<file path="config.mk">
export PLATFORM = sky130hd
export DESIGN_NAME = branch_predictor_flat
export DESIGN_NICKNAME = d
export VERILOG_FILES = /design/src/rtl/branch_predictor_if.sv /design/src/rtl/branch_predictor.sv /design/src/flat_wrapper.sv
export SDC_FILE = /design/constraint.sdc
export NUM_CORES = 2
export LEC_CHECK = 0
export CAP_MARGIN = 25
export CORE_UTILIZATION = 40
export CTS_CLUSTER_SIZE = 8
export DETAILED_ROUTE_END_ITERATION = 8
export SETUP_SLACK_MARGIN = 0.4
export SLEW_MARGIN = 30
export SYNTH_ARGS = -nofsm -noshare
export SYNTH_HDL_FRONTEND = slang
export SYNTH_SLANG_ARGS = --single-unit
export TNS_END_PERCENT = 20
</file>
<file path="constraint.sdc">
create_clock -name clk -period 5.85 [get_ports clk]
set_clock_uncertainty 0.1 [all_clocks]
set_input_delay 1.17 -clock clk [delete_from_list [all_inputs] [get_ports clk]]
set_output_delay 1.17 -clock clk [all_outputs]
set_load 0.1 [all_outputs]
</file>
<file path="src/rtl/branch_predictor_if.sv">
// branch_predictor_if: fetch lookup, decode resolution and perf signals of the next-PC predictor
interface branch_predictor_if #(
  parameter int XLEN   = 32,
  parameter int PERF_W = 32
);
  logic [XLEN-1:0]   if_pc;
  logic              pred_hit;
  logic              pred_taken;
  logic [XLEN-1:0]   pred_next_pc;
  logic              upd_valid;
  logic [XLEN-1:0]   upd_pc;
  logic              upd_is_branch;
  logic              upd_is_jump;
  logic              upd_taken;
  logic [XLEN-1:0]   upd_target;
  logic              upd_pred_taken;
  logic [XLEN-1:0]   upd_pred_target;
  logic              btb_flush;
  logic              mispredict;
  logic [XLEN-1:0]   redirect_pc;
  logic [PERF_W-1:0] perf_branches;
  logic [PERF_W-1:0] perf_mispredicts;
  modport master (
    output if_pc, upd_valid, upd_pc, upd_is_branch, upd_is_jump, upd_taken,
           upd_target, upd_pred_taken, upd_pred_target, btb_flush,
    input  pred_hit, pred_taken, pred_next_pc, mispredict, redirect_pc,
           perf_branches, perf_mispredicts
  );
  modport slave (
    input  if_pc, upd_valid, upd_pc, upd_is_branch, upd_is_jump, upd_taken,
           upd_target, upd_pred_taken, upd_pred_target, btb_flush,
    output pred_hit, pred_taken, pred_next_pc, mispredict, redirect_pc,
           perf_branches, perf_mispredicts
  );
endinterface

</file>
<file path="src/rtl/branch_predictor.sv">
// branch_predictor: direct-mapped BTB with 2-bit bimodal counters, mispredict detect and perf counters
module branch_predictor #(
  parameter int         XLEN      = 32,
  parameter int         BTB_DEPTH = 16,
  parameter logic [1:0] CNT_INIT  = 2'b01,
  parameter int         PERF_W    = 32
) (
  input logic             clk,
  input logic             rst,
  branch_predictor_if.slave bp
);
  localparam int IDX_W = $clog2(BTB_DEPTH);
  localparam int TAG_W = XLEN - IDX_W - 2;
  logic [BTB_DEPTH-1:0] valid;
  logic [BTB_DEPTH-1:0] is_jump;
  logic [TAG_W-1:0]     tag    [BTB_DEPTH];
  logic [XLEN-1:0]      target [BTB_DEPTH];
  logic [1:0]           cnt    [BTB_DEPTH];
  logic [IDX_W-1:0]     l_idx, u_idx;
  logic [TAG_W-1:0]     l_tag, u_tag;
  logic                 u_en, u_hit, u_wr, n_jump;
  logic [1:0]           c_cur, n_cnt;
  logic [PERF_W-1:0]    perf_b, perf_m;
  always_comb begin
    l_idx = bp.if_pc[IDX_W+1:2];
    l_tag = bp.if_pc[XLEN-1:IDX_W+2];
    u_idx = bp.upd_pc[IDX_W+1:2];
    u_tag = bp.upd_pc[XLEN-1:IDX_W+2];
    bp.pred_hit     = valid[l_idx] && tag[l_idx] == l_tag;
    bp.pred_taken   = bp.pred_hit && (is_jump[l_idx] || cnt[l_idx][1]);
    bp.pred_next_pc = bp.pred_taken ? target[l_idx] : bp.if_pc + XLEN'(4);
    u_en  = bp.upd_valid && (bp.upd_is_branch || bp.upd_is_jump);
    u_hit = valid[u_idx] && tag[u_idx] == u_tag;
    u_wr  = u_en && (u_hit || bp.upd_taken);
    c_cur = cnt[u_idx];
    n_cnt = bp.upd_is_jump ? 2'b11 :
            !u_hit         ? 2'b10 :
            bp.upd_taken   ? (c_cur == 2'b11 ? c_cur : c_cur + 2'd1) :
                             (c_cur == 2'b00 ? c_cur : c_cur - 2'd1);
    n_jump = bp.upd_is_jump || (u_hit && is_jump[u_idx]);
    bp.mispredict  = u_en && (bp.upd_taken != bp.upd_pred_taken ||
                     (bp.upd_taken && bp.upd_target != bp.upd_pred_target));
    bp.redirect_pc = bp.upd_taken ? bp.upd_target : bp.upd_pc + XLEN'(4);
    bp.perf_branches    = perf_b;
    bp.perf_mispredicts = perf_m;
  end
  // flush wins over a same-cycle training write; reset wins over both
  always_ff @(posedge clk) begin
    if (rst || bp.btb_flush) begin
      valid <= '0;
      for (int i = 0; i < BTB_DEPTH; i++) cnt[i] <= CNT_INIT;
    end else if (u_wr) begin
      valid[u_idx]   <= 1'b1;
      tag[u_idx]     <= u_tag;
      cnt[u_idx]     <= n_cnt;
      is_jump[u_idx] <= n_jump;
      if (bp.upd_taken || bp.upd_is_jump) target[u_idx] <= bp.upd_target;
    end
  end
  always_ff @(posedge clk) begin
    if (rst) begin
      perf_b <= '0;
      perf_m <= '0;
    end else begin
      if (u_en && perf_b != '1) perf_b <= perf_b + 1'b1;
      if (bp.mispredict && perf_m != '1) perf_m <= perf_m + 1'b1;
    end
  end
endmodule

</file>
<file path="src/flat_wrapper.sv">
// flat-port wrapper written by rule: the top's interface ports become plain ports
module branch_predictor_flat 
#(
  parameter int         XLEN      = 32,
  parameter int         BTB_DEPTH = 16,
  parameter logic [1:0] CNT_INIT  = 2'b01,
  parameter int         PERF_W    = 32
)
  (clk, rst, bp_if_pc, bp_upd_valid, bp_upd_pc, bp_upd_is_branch, bp_upd_is_jump, bp_upd_taken, bp_upd_target, bp_upd_pred_taken, bp_upd_pred_target, bp_btb_flush, bp_pred_hit, bp_pred_taken, bp_pred_next_pc, bp_mispredict, bp_redirect_pc, bp_perf_branches, bp_perf_mispredicts);
  branch_predictor_if #(.XLEN(XLEN), .PERF_W(PERF_W)) bp_i ();
  input logic clk;
  input logic rst;
  input wire logic [$bits(bp_i.if_pc)-1:0] bp_if_pc;
  input wire logic [$bits(bp_i.upd_valid)-1:0] bp_upd_valid;
  input wire logic [$bits(bp_i.upd_pc)-1:0] bp_upd_pc;
  input wire logic [$bits(bp_i.upd_is_branch)-1:0] bp_upd_is_branch;
  input wire logic [$bits(bp_i.upd_is_jump)-1:0] bp_upd_is_jump;
  input wire logic [$bits(bp_i.upd_taken)-1:0] bp_upd_taken;
  input wire logic [$bits(bp_i.upd_target)-1:0] bp_upd_target;
  input wire logic [$bits(bp_i.upd_pred_taken)-1:0] bp_upd_pred_taken;
  input wire logic [$bits(bp_i.upd_pred_target)-1:0] bp_upd_pred_target;
  input wire logic [$bits(bp_i.btb_flush)-1:0] bp_btb_flush;
  output wire logic [$bits(bp_i.pred_hit)-1:0] bp_pred_hit;
  output wire logic [$bits(bp_i.pred_taken)-1:0] bp_pred_taken;
  output wire logic [$bits(bp_i.pred_next_pc)-1:0] bp_pred_next_pc;
  output wire logic [$bits(bp_i.mispredict)-1:0] bp_mispredict;
  output wire logic [$bits(bp_i.redirect_pc)-1:0] bp_redirect_pc;
  output wire logic [$bits(bp_i.perf_branches)-1:0] bp_perf_branches;
  output wire logic [$bits(bp_i.perf_mispredicts)-1:0] bp_perf_mispredicts;
  assign bp_i.if_pc = bp_if_pc;
  assign bp_i.upd_valid = bp_upd_valid;
  assign bp_i.upd_pc = bp_upd_pc;
  assign bp_i.upd_is_branch = bp_upd_is_branch;
  assign bp_i.upd_is_jump = bp_upd_is_jump;
  assign bp_i.upd_taken = bp_upd_taken;
  assign bp_i.upd_target = bp_upd_target;
  assign bp_i.upd_pred_taken = bp_upd_pred_taken;
  assign bp_i.upd_pred_target = bp_upd_pred_target;
  assign bp_i.btb_flush = bp_btb_flush;
  assign bp_pred_hit = bp_i.pred_hit;
  assign bp_pred_taken = bp_i.pred_taken;
  assign bp_pred_next_pc = bp_i.pred_next_pc;
  assign bp_mispredict = bp_i.mispredict;
  assign bp_redirect_pc = bp_i.redirect_pc;
  assign bp_perf_branches = bp_i.perf_branches;
  assign bp_perf_mispredicts = bp_i.perf_mispredicts;
  branch_predictor #(.XLEN(XLEN), .BTB_DEPTH(BTB_DEPTH), .CNT_INIT(CNT_INIT), .PERF_W(PERF_W)) u_core (.clk(clk), .rst(rst), .bp(bp_i));
endmodule
</file>
---- Word level (Yosys, flattened, before mapping) ----
Memory sizes are Yosys's and may differ from the RTL's.
Index checks and enable logic that the tools add are counted.
cells by class
  add/subtract/negate cells ............... 6
  order comparisons ....................... 3
  eq/ne operators ......................... 7
  multiplexer cells ....................... 30
  bitwise operators ....................... 2
  reductions and logical operators ........ 21
operators with widths
  operator                                                           count
  adder 32 x 1 -> 32 bit, second input constant                      2
  adder 32 x 3 -> 32 bit, second input constant                      2
  two-way mux 32 bit                                                 2
  != test 32 bit, second input constant                              2
  == test 26 bit                                                     2
  != test 32 bit                                                     1
  binary-select mux 1 bit (select 4 bit)                             4
  bitwise mux 16 bit                                                 1
  bitwise OR 16 bit                                                  1
  two-way mux 1 bit                                                  15
  two-way mux 2 bit                                                  6
  logical AND 1 bit                                                  11
  less-than comparator 4 x 5 -> 1 bit, second input constant         2
  logical OR 1 bit                                                   7
  demux 1 bit (select 4 bit)                                         1
  greater-or-equal comparator 4 x 1 -> 1 bit, second input constant  1
  two-way mux 4 bit                                                  1
  adder 2 x 1 -> 2 bit, second input constant                        1
  == test 2 bit, second input constant                               1
  zero test 2 bit                                                    1
  AND reduction 2 bit                                                1
  OR reduction 2 bit                                                 1
  subtractor 2 x 1 -> 2 bit, second input constant                   1
  != test 1 bit                                                      1
  NOT 1 bit                                                          1
word-level totals
  flip-flop bits (word level) ............. 96
  memory bits (writable) .................. 960
  output and inout bits ................... 131
  memories kept ........................... 3
memory list
  name           depth  width  rd ports  clocked after memory_dff  write ports  line                    text
  u_core.target  16     32     1         0                         1            branch_predictor.sv:17  logic [XLEN-1:0] target [BTB_DEPTH];
  u_core.tag     16     26     2         0                         1            branch_predictor.sv:16  logic [TAG_W-1:0] tag [BTB_DEPTH];
  u_core.cnt     16     2      2         0                         16           branch_predictor.sv:18  logic [1:0] cnt [BTB_DEPTH];

---- Logic depth before layout (Yosys ltp) ----
  word-level depth ........................ 10
  depth in mapped cells ................... 15
  gate-level depth less buffers ........... 10

---- Worst setup path after synthesis ----
OpenSTA, ideal clock, no wires.
  path kind ............................... input port to output port
  from .................................... input bp_upd_pc[5]
  to ...................................... output bp_redirect_pc[31]
  arrival ................................. 5723 ps
  setup slack ............................. -1143 ps
  stages .................................. 13
  buffers on the path ..................... 5
  cells stage by stage .................... buf_2 -> buf_4 -> buf_2 -> buf_2 -> buf_2 -> nand2_1 -> nor4_1 -> nor2b_1 -> nand2_1 -> nor2_1 -> nand3_1 -> xnor2_1 -> o21ai_0
on the way
  word-level cells in the longest chain between the ends .. 2
RTL lines
  what                    line                    text
  from (decl)             flat_wrapper.sv:15      input wire logic [$bits(bp_i.upd_pc)-1:0] bp_upd_pc;
  adder 32 x 3 -> 32 bit  branch_predictor.sv:43  bp.redirect_pc = bp.upd_taken ? bp.upd_target : bp.upd_pc + XLEN'(4);
  two-way mux 32 bit      branch_predictor.sv:43
  to (decl)               flat_wrapper.sv:27      output wire logic [$bits(bp_i.redirect_pc)-1:0] bp_redirect_pc;
Every way passes these cells.

---- Worst setup path after layout ----
  from .................................... input bp_if_pc[3]
  to ...................................... output bp_pred_next_pc[13]
on the way
  word-level cells in the longest chain between the ends .. 5
  elaborated cells on any way between the ends .. 13
RTL lines
  what                                                          line                                            text
  from (decl)                                                   flat_wrapper.sv:13                              input wire logic [$bits(bp_i.if_pc)-1:0] bp_if_pc;
  memory (16 x 26 bit) (tied with other cells)                  --
  == test 26 bit (tied with other cells)                        branch_predictor.sv:29                          bp.pred_hit = valid[l_idx] && tag[l_idx] == l_tag;
  logical AND 1 bit / logical OR 1 bit (equally long branches)  branch_predictor.sv:29, branch_predictor.sv:30
  logical AND 1 bit                                             branch_predictor.sv:30                          bp.pred_taken = bp.pred_hit && (is_jump[l_idx] || cnt[l_idx][1]);
  two-way mux 32 bit *                                          branch_predictor.sv:31                          bp.pred_next_pc = bp.pred_taken ? target[l_idx] : bp.if_pc + XLEN'(4);
  to (decl)                                                     flat_wrapper.sv:25                              output wire logic [$bits(bp_i.pred_next_pc)-1:0] bp_pred_next_pc;
Mark *: on every way between the ends. The rest lies on a longest branch, timed or not. The select of a mux whose other input is x is not followed.

==> metrics <==
register bit total from synthesis about 1,100; first-pass GRT wire length 234,000 um; Routed Antenna Nets 0; Hold Vio Cnt, Final 0; crit-path max cell delay 0.51 ns; met3 global-route usage 6.16%; fill cell count about 9,500; placed insts just under 5,000; CP top delay family multiplexers; Hold WS 0.355 ns; Net Switching roughly 4.5 mW; pwr/cell area roughly 300 nW/um^2; Die Area 122,000 um^2; largest net degree at the start of global routing 90; Bufs and invs on worst path 8; total number of vias 30,900; DRT Pass-1 Iters 5; crit path cell chain buf_16 -> buf_12 -> buf_4 -> buf_4 -> mux4_2 -> mux2i_2 -> xnor2_1 -> a221oi_1 -> and4_1 -> nand3_2 -> nor3b_4 -> buf_12 -> buf_12 -> buf_16 -> mux2_2 -> buf_12; Arrival @ worst endpoint 4.62 ns; post-route design area 61,600 um^2; Relative slew margins 29.4%; failing checks setup timing; nets 3,629; Syn. warnings 0; CTS clk-pin slew, worst paths roughly 0.050 ns; crit path max-delay cell type mux4_2; Post-Synthesis Cell Area 48,100 um^2; total CTS buffers 150; post-synthesis cell type count 76; Period minus WS final 5.89 ns; # setup viols final 17; Initial DRC Count 3,760; critical path launch point type input pin; initial antenna violation count 10; IO Pins about 270; Mean Syn Cell Area 16.9 um^2; fmax about 170 MHz; Least-Margin Pin Slew approximately 1.0 ns; P_leak 20.6 nW; met1 Use GR 37.9%; Initial Utilization 40.6%; clock buffer depth 3; Mapped Nets a little under 3,000; WL/cell 32.5 um; Post-Syn Instances 2,842; Critical Path Most Common Cell buf_12; Max-Cap Viols 0; TritonCTS Sinks 1,056; clock network fraction of design power around 44%; Placed Area 56,500 um^2; Worst EP required between 4 and 5 ns; Placeable Area 119,000 um^2; sequential share of power around 46%; CTS tree yes; Max IR drop VDD 0.253 mV; Synth Flop Type edfxtp_1; DR DRC count 0; Comb power frac 10.8%; Port Buffers 266; H-tree Lvls 4; global route total overflow 0; max-slew violation count 0; endpoint type of the worst setup path primary output; Routability Congestion 0.962; Most Crowded Layer GR met2; vias in the first global route roughly 31,000; register area share after synthesis between 60% and 70%; Layout area overhead 28.0%; kind of critical path input pin to primary output; num rows 126; WL final ~170,000 um; RSZ-0062 raised after global routing yes; DP HPWL 116,000 um; hold buffers post-CTS 0; final setup margin -0.0351 ns; GR met2 Demand/Resource 42.7%; Die Width 349 um; asr flop ratio synth 0%; cell-internal power 13.7 mW; outcome complete, but fails checks; setup TNS -0.325 ns; EDFF count, synth 976; worst skew pair latency 0.77 ns; Global Route Usage Sum 27.3%; clock root cell clkbuf_16; fin crit share 101%; dpl ws -0.507 ns; die height between 300 and 400 um; min-delay worst type flop to flop; fraction of layout cells with a size suffix above 1 32.9%; Net Sw Frac 24.5%; final cell count without fillers 5,126; via/cell ratio around 6; largest fanout on the critical path 16
-- cells in the mapped netlist, types with 3 or more instances --
| library cell | count | area share [%] |
|---|---|---|
| a2111oi_0 | 4 | 0.073 |
| a211oi_1 | 10 | 0.16 |
| a21boi_0 | 3 | 0.047 |
| a21o_1 | 5 | 0.078 |
| a21oi_1 | 44 | 0.46 |
| a221oi_1 | 11 | 0.20 |
| a22oi_1 | 24 | 0.37 |
| a2bb2oi_1 | 4 | 0.073 |
| a31oi_1 | 7 | 0.091 |
| a32o_1 | 3 | 0.062 |
| and2_1 | 6 | 0.078 |
| and3_1 | 31 | 0.40 |
| and4_1 | 8 | 0.15 |
| buf_1 | 10 | 0.078 |
| buf_2 | 44 | 0.46 |
| buf_4 | 23 | 0.36 |
| buf_6 | 11 | 0.26 |
| clkbuf_1 | 74 | 0.58 |
| dfxtp_1 | 80 | 3.3 |
| edfxtp_1 | 976 | 61 |
| ha_1 | 7 | 0.18 |
| inv_1 | 42 | 0.33 |
| mux2_1 | 3 | 0.070 |
| mux2_2 | 63 | 1.5 |
| mux2i_1 | 138 | 2.9 |
| mux4_2 | 349 | 16 |
| nand2_1 | 159 | 1.2 |
| nand2b_1 | 5 | 0.065 |
| nand3_1 | 67 | 0.70 |
| nand4_1 | 28 | 0.36 |
| nor2_1 | 142 | 1.1 |
| nor2b_1 | 23 | 0.30 |
| nor3_1 | 50 | 0.52 |
| nor4_1 | 15 | 0.20 |
| o211ai_1 | 5 | 0.078 |
| o21ai_0 | 89 | 0.93 |
| o221ai_1 | 8 | 0.15 |
| o22a_1 | 6 | 0.11 |
| o22ai_1 | 13 | 0.17 |
| o31ai_1 | 4 | 0.062 |
| or3_1 | 14 | 0.18 |
| xnor2_1 | 120 | 2.2 |
| xor2_1 | 73 | 1.3 |
-- through the flow --
step                utilization, %  power, mW
floorplan                        -       9.44
global placement              47.6       10.3
detailed placement            47.6       10.3
CTS                           51.8       18.3
global route                  51.9       18.6
finish                        51.9       18.2
-- sequential cells by signal (all words and copies together), names as in the netlist --
| name | cells |
|---|---|
| u_core.cnt | 32 |
| u_core.target | 512 |
| u_core.valid | 16 |
| u_core.bp.perf_mispredicts | 32 |
| u_core.bp.perf_branches | 32 |
| u_core.tag | 416 |
| u_core.is_jump | 16 |
-- cell families after synthesis --
group | after synthesis | share of synthesized area (%)
adder cells (fa/ha/maj) | 7 | 0.182
buffers and inverters | 209 | 2.15
flip-flops | 1056 | 64.3
XOR/XNOR | 193 | 3.51
AO/OA/AOI/OAI | 262 | 3.57
AND/OR/NAND/NOR | 562 | 5.56
multiplexers | 553 | 20.8
-- power groups by stage --
stage | registers, mW | clock network [mW] | logic [mW]
finish | 8.30 | 7.91 | 1.97
floorplan | 8.46 | 0 | 0.980
CTS | 8.30 | 8.03 | 1.94
detailed placement | 8.45 | 0 | 1.88
global placement | 8.44 | 0 | 1.87
global route | 8.30 | 8.30 | 2.03
-- worst paths after layout --
check	startpoint	to	slack, ns	cells after the start
min reg2reg	u_core.valid[15]	u_core.valid[15]	0.36	2
min	u_core.valid[15]	u_core.valid[15]	0.36	2
max	bp_if_pc[3]	bp_pred_next_pc[13]	-0.04	16
max reg2reg	u_core.tag[12][12]	u_core.cnt[9][1]	1.49	11
-- worst reg2reg max path, stage by stage, from the launching register on --
cell,delay (ns)
edfxtp_1,0.39
mux4_2,0.47
mux2i_1,0.19
xor2_1,0.40
nand3_1,0.22
or4b_1,0.77
a211oi_2,0.43
a21o_1,0.26
nand2_1,0.12
buf_12,0.16
buf_12,0.14
o21ai_0,0.36
-- what timing repair did --
item / 4_1_cts / 5_1_grt
setup buffers: 13 / 0
pin swaps: 8 / 9
resized for setup: 88 / 36
cloned: 5 / 0
endpoints found under the hold margin: 0 / 0
endpoints found under the setup margin: 34 / 36
-- cells in the final DEF (no fill, tap or decap), types with 12 or more instances in the layout --
cell type	n
mux2_2	45
nor2_4	30
clkdlybuf4s50_1	186
buf_12	136
mux2i_1	121
buf_4	311
mux4_2	349
xor2_1	73
nor2_1	111
dfxtp_1	80
nor2b_1	20
mux2_4	21
and3_1	31
o21ai_0	65
clkbuf_1	22
clkbuf_16	150
xnor2_1	115
nand2_1	159
nor4_1	12
a21oi_1	41
nor3_1	49
mux2i_2	12
or3_1	14
o21ai_1	12
nand3_1	66
nand4_1	28
a22oi_1	22
edfxtp_1	976
inv_1	40
-- layout make-up --
class                      instances  area [um^2]  share of cell area, %
inverter                          44          169                  0.274
multi-input combinational       1577        16900                   27.5
clock inverter                    15          369                  0.599
clock buffer                     173         3850                   6.25
timing repair buffer             657         7350                   11.9
sequential                      1056        30900                   50.2
tap                             1600         2000                   3.25
antenna                            4         10.0                 0.0163
-- routing by layer --
layer | share of wire [%] | wire length (um) | vias up
li1 | - | - | 12700
met1 | 41 | 67600 | 16200
met2 | 46 | 77100 | 1777
met3 | 9.6 | 16000 | 285
met4 | 3.5 | 5860 | 12
met5 | 0.046 | 77 | -
Power figures use the tool's default switching activity.
